<file path="src/rtl/regfile_pkg.sv">
// Shared defaults and word type for the datapath register file.
package regfile_pkg;

    localparam int unsigned REGFILE_DATA_W = 16;
    localparam int unsigned REGFILE_ADDR_W = 3;
    localparam int unsigned REGFILE_NREGS  = 1 << REGFILE_ADDR_W;

    // Datapath word in the default configuration.
    typedef logic [REGFILE_DATA_W-1:0] word_t;

endpackage : regfile_pkg

</file>
<file path="src/rtl/regfile_dec.sv">
// Enabled binary-to-one-hot decoder used to select the write target.
module regfile_dec
    import regfile_pkg::*;
#(
    parameter int unsigned ADDR_W = REGFILE_ADDR_W
) (
    input  logic [ADDR_W-1:0]      i_addr,
    input  logic                   i_en,
    output logic [(1<<ADDR_W)-1:0] o_sel
);

    // At most one select bit high, none when disabled.
    always_comb begin
        o_sel         = '0;
        if (i_en) begin
            o_sel[i_addr] = 1'b1;
        end
    end

endmodule : regfile_dec

</file>
<file path="src/rtl/regfile_2r1w.sv">
// Two-read, one-write register file with optional write-to-read bypass,
// synchronous bulk clear and a per-register written mask.
module regfile_2r1w
    import regfile_pkg::*;
#(
    parameter int unsigned DATA_W = REGFILE_DATA_W,
    parameter int unsigned ADDR_W = REGFILE_ADDR_W,
    parameter int unsigned BYPASS = 1
) (
    input  logic                   clk,
    input  logic                   rst_n,
    input  logic [DATA_W-1:0]      data_in,
    input  logic [ADDR_W-1:0]      writenum,
    input  logic                   write,
    input  logic                   clear,
    input  logic [ADDR_W-1:0]      readnum_a,
    input  logic [ADDR_W-1:0]      readnum_b,
    output logic [DATA_W-1:0]      data_out_a,
    output logic [DATA_W-1:0]      data_out_b,
    output logic [(1<<ADDR_W)-1:0] written
);

    localparam int unsigned NREGS  = 1 << ADDR_W;
    localparam bit          BYP_EN = (BYPASS != 0);

    logic [DATA_W-1:0] r_regs [NREGS];
    logic [NREGS-1:0]  r_written;
    logic [NREGS-1:0]  w_wr_sel;
    logic              w_wr_en;
    logic              w_fwd_a;
    logic              w_fwd_b;

    // Clear wins over write, so a write during clear never reaches storage.
    assign w_wr_en = write & ~clear;

    regfile_dec #(
        .ADDR_W (ADDR_W)
    ) u_wr_dec (
        .i_addr (writenum),
        .i_en   (w_wr_en),
        .o_sel  (w_wr_sel)
    );

    // Register storage and written mask: async reset, sync clear, decoded write.
    always_ff @(posedge clk or negedge rst_n) begin
        if (!rst_n) begin
            for (int unsigned i = 0; i < NREGS; i++) begin
                r_regs[i] <= '0;
            end
            r_written <= '0;
        end else if (clear) begin
            for (int unsigned i = 0; i < NREGS; i++) begin
                r_regs[i] <= '0;
            end
            r_written <= '0;
        end else begin
            for (int unsigned i = 0; i < NREGS; i++) begin
                if (w_wr_sel[i]) begin
                    r_regs[i]    <= data_in;
                    r_written[i] <= 1'b1;
                end
            end
        end
    end

    // Forward only a real write; during clear the stored value is shown.
    assign w_fwd_a = BYP_EN && w_wr_en && (readnum_a == writenum);
    assign w_fwd_b = BYP_EN && w_wr_en && (readnum_b == writenum);

    // Combinational read ports with same-cycle forwarding.
    always_comb begin
        data_out_a = r_regs[readnum_a];
        data_out_b = r_regs[readnum_b];
        if (w_fwd_a) begin
            data_out_a = data_in;
        end
        if (w_fwd_b) begin
            data_out_b = data_in;
        end
    end

    assign written = r_written;

endmodule : regfile_2r1w

</file>
<file path="config.mk">
export PLATFORM = sky130hd
export DESIGN_NAME = regfile_2r1w
export DESIGN_NICKNAME = d
export VERILOG_FILES = /design/src/rtl/regfile_pkg.sv /design/src/rtl/regfile_dec.sv /design/src/rtl/regfile_2r1w.sv
export SDC_FILE = /design/constraint.sdc
export NUM_CORES = 1
export LEC_CHECK = 0
export ABC_AREA = 1
export CORE_MARGIN = 2
export CORE_UTILIZATION = 40
export DETAILED_ROUTE_END_ITERATION = 10
export SKIP_CTS_REPAIR_TIMING = 1
export SLEW_MARGIN = 20
export SYNTH_ARGS = -nofsm -noshare
export SYNTH_HDL_FRONTEND = slang
export SYNTH_SLANG_ARGS = --single-unit
export TNS_END_PERCENT = 1
</file>
<file path="constraint.sdc">
create_clock -name clk -period 1.48 [get_ports clk]
set_clock_uncertainty 0.15 [all_clocks]
set_input_delay 0.148 -clock clk [delete_from_list [all_inputs] [get_ports clk]]
set_output_delay 0.148 -clock clk [all_outputs]
set_load 0.02 [all_outputs]
</file>
==> flow_summary.json <==
{
  "place_hpwl_um": 19750,
  "status": "finished, violations left",
  "final_core_util_pct": 53.80,
  "fmax_mhz": 517.9,
  "p_comb_share_pct": 23.8,
  "grt_pass1_wl_um": 45890,
  "cts_tree": "built",
  "grt_max_degree": 40,
  "initial_utilization_pct": 40.98,
  "crit_fanout": 16,
  "vias_per_cell": 5.246,
  "violations": "setup timing",
  "vias": 8756,
  "die_h_um": 148.2,
  "switchingPower_mw": 3.531,
  "coreArea_sq_um": 20300,
  "ys_seq_elements": 136,
  "drc_errors": 0,
  "numCtsBuffers": 17,
  "sw_frac_of_total_pct": 30.98,
  "dp_cells": 1635,
  "pwr-share-seq_pct": 36.0,
  "max-vdd-ir-drop_v": 0.0007776,
  "design_area_sq_um": 10920,
  "syn-num-nets": 1281,
  "arrival_ns": 1.63,
  "clkPwrFrac_pct": 40.2,
  "io_pins": 69,
  "clock_latency_ns": 0.42,
  "r2r-start": "r_regs[30]",
  "hold_viol_final": 0,
  "track_usage_pct": 26.88,
  "gr-total-overflow": 0,
  "post_drt_wl_per_cell_um": 17.22,
  "seq_area_frac_synth_pct": 40.91,
  "synth_area_per_cell_sq_um": 6.645,
  "required_ns": 1.18,
  "crit_path_start_kind": "primary input",
  "timing.hold.ws_ns": 0.006949,
  "rsz0062_at_grt": "yes",
  "root_buffer": "clkbuf_16",
  "die_w_um": 148.2,
  "cts_max_path_buffers": 2,
  "worst_pin_slew_ns": 0.7351,
  "synth.cell_area_sq_um": 8319,
  "num_antenna_cells": 0,
  "r2r_slack_ns": 0.54,
  "fin_setup_tns_ns": -11.99,
  "end_kind": "output port",
  "ys_types": 25,
  "p_int_mw": 7.865,
  "port_buffers": 68,
  "min_path_type": "in -> async",
  "syn2layout_area_growth_pct": 31.27,
  "drt_iter0_drc": 955,
  "antenna_found_initial": 0,
  "firstDrtPassIters": 5,
  "reg2regPathDepth": 3,
  "relSlewSlack_pct": 50.81,
  "fin_total_pwr_mw": 11.40,
  "num_rows": 52,
  "slew_violations": 0,
  "power.density_nw_per_um2": 1044,
  "ant_nets": 0,
  "maxCapViolCount": 0,
  "place.gp.congestion": 0.8997,
  "r2r_end": "r_regs[30]",
  "finalNonFillerCells": 1669,
  "dieArea_sq_um": 21970,
  "cts_sinks": 136,
  "synth_cells": 1252,
  "finalWorstSetupSlack_ns": -0.4509,
  "crit_type": "in -> out",
  "min_period_ns": 1.931,
  "drive_gt1_share_pct": 17.37,
  "clkSlewWorstSetupHoldPaths_ns": 0.06,
  "post-route-period-util_pct": 130.5,
  "p_leak_nw": 5.859,
  "wl_um": 28740,
  "dpl_worst_slack_ns": -1.078,
  "first_global_vias": 8289,
  "htreeDepth": 4,
  "num-nets-final": 1415,
  "synth_warnings": 0,
  "placed_cell_area_sq_um": 10230,
  "finalSetupViolCount": 33
}
==> layout by cell type (no fill, tap or decap), types with 4 or more instances in the layout <==
cell	n
nand2_2	15
dfrtp_1	136
nand4_1	16
nand2_1	471
o21ai_1	20
clkdlybuf4s50_1	17
inv_1	140
inv_2	6
buf_12	31
nand3_1	220
buf_2	19
o21ai_0	98
bufinv_16	4
inv_6	6
nor2_1	20
nand3_2	12
dlymetal6s2s_1	16
buf_6	9
clkbuf_2	5
clkbuf_16	17
buf_4	99
==> power groups by stage <==
stage / combinational [mW] / clock (mW) / sequential [mW]
2_1_floorplan: 1.47 / 0 / 4.15
3_3_place_gp: 2.69 / 0 / 4.16
3_5_place_dp: 2.71 / 0 / 4.17
4_1_cts: 2.72 / 4.64 / 4.10
5_1_grt: 2.98 / 4.79 / 4.13
6_report: 2.71 / 4.58 / 4.10
==> sequential cells by signal (all words and copies together), names as in the netlist <==
name	count
written	8
r_regs	128
==> logic make-up (layout without fill, tap and decap cells) <==
group | after synthesis | count (layout) | share of synthesized area [%]
xor+xnor | 1 | 1 | 0.1956
simple gates | 763 | 763 | 39.34
compound gates | 121 | 121 | 7.415
flops | 136 | 136 | 40.91
buf+inv | 231 | 378 | 12.14
==> how the worst max path moves through the flow <==
| stage | from | end | cells past startpoint |
|---|---|---|---|
| 6_report | write | data_out_a[15] | 9 |
| 5_1_grt | write | data_out_a[6] | 8 |
| 2_1_floorplan | readnum_a[2] | data_out_a[10] | 5 |
| 3_3_place_gp | writenum[2] | data_out_a[6] | 6 |
| 3_5_place_dp | clear | data_out_a[6] | 8 |
| 4_1_cts | clear | data_out_a[6] | 8 |
==> layer usage <==
metal	part of all wire, %	vias up	global-route usage, %
met4	2.9	0	10.24
met1	45	4044	38.80
met5	0	-	0
li1	-	4209	-
met3	8.1	70	4.141
met2	44	433	40.76
==> final cells by class <==
| type | count | area (sq um) |
|---|---|---|
| Fill cell | 2002 | 9379 |
| Clock buffer | 18 | 429.2 |
| Sequential cell | 136 | 3403 |
| Timing Repair Buffer | 198 | 1981 |
| Clock inverter | 14 | 196.4 |
| Inverter | 148 | 565.5 |
| Tap cell | 270 | 337.8 |
| Multi-Input combinational cell | 885 | 4008 |
==> critical path, stage by stage <==
cell             delay, ns
clkdlybuf4s50_1       0.47
buf_4                 0.12
nand2_4               0.06
a21oi_4               0.20
nand3_4               0.10
buf_12                0.18
nand3_1               0.08
nand2_1               0.09
clkbuf_2              0.17
==> synthesized netlist by cell type <==
master	number	area, sq um
clkbuf_2	2	10.01
nand3_1	230	1151
nand3_2	2	20.02
o21ai_0	107	535.5
dfrtp_1	136	3403
nand2_4	2	22.52
nor2_4	3	33.78
buf_1	7	26.28
inv_6	1	8.760
xnor2_2	1	16.27
nor2_2	2	12.51
buf_6	3	33.78
o21ai_1	13	65.06
buf_2	37	185.2
inv_1	142	533.0
buf_4	17	127.6
nand3_4	1	17.52
nand2_2	5	31.28
a21oi_4	1	16.27
inv_2	4	15.01
clkbuf_1	17	63.81
inv_4	1	6.260
nand4_1	16	100.1
nor2_1	20	75.07
nand2_1	482	1809
Power figures use the tool's default switching activity.
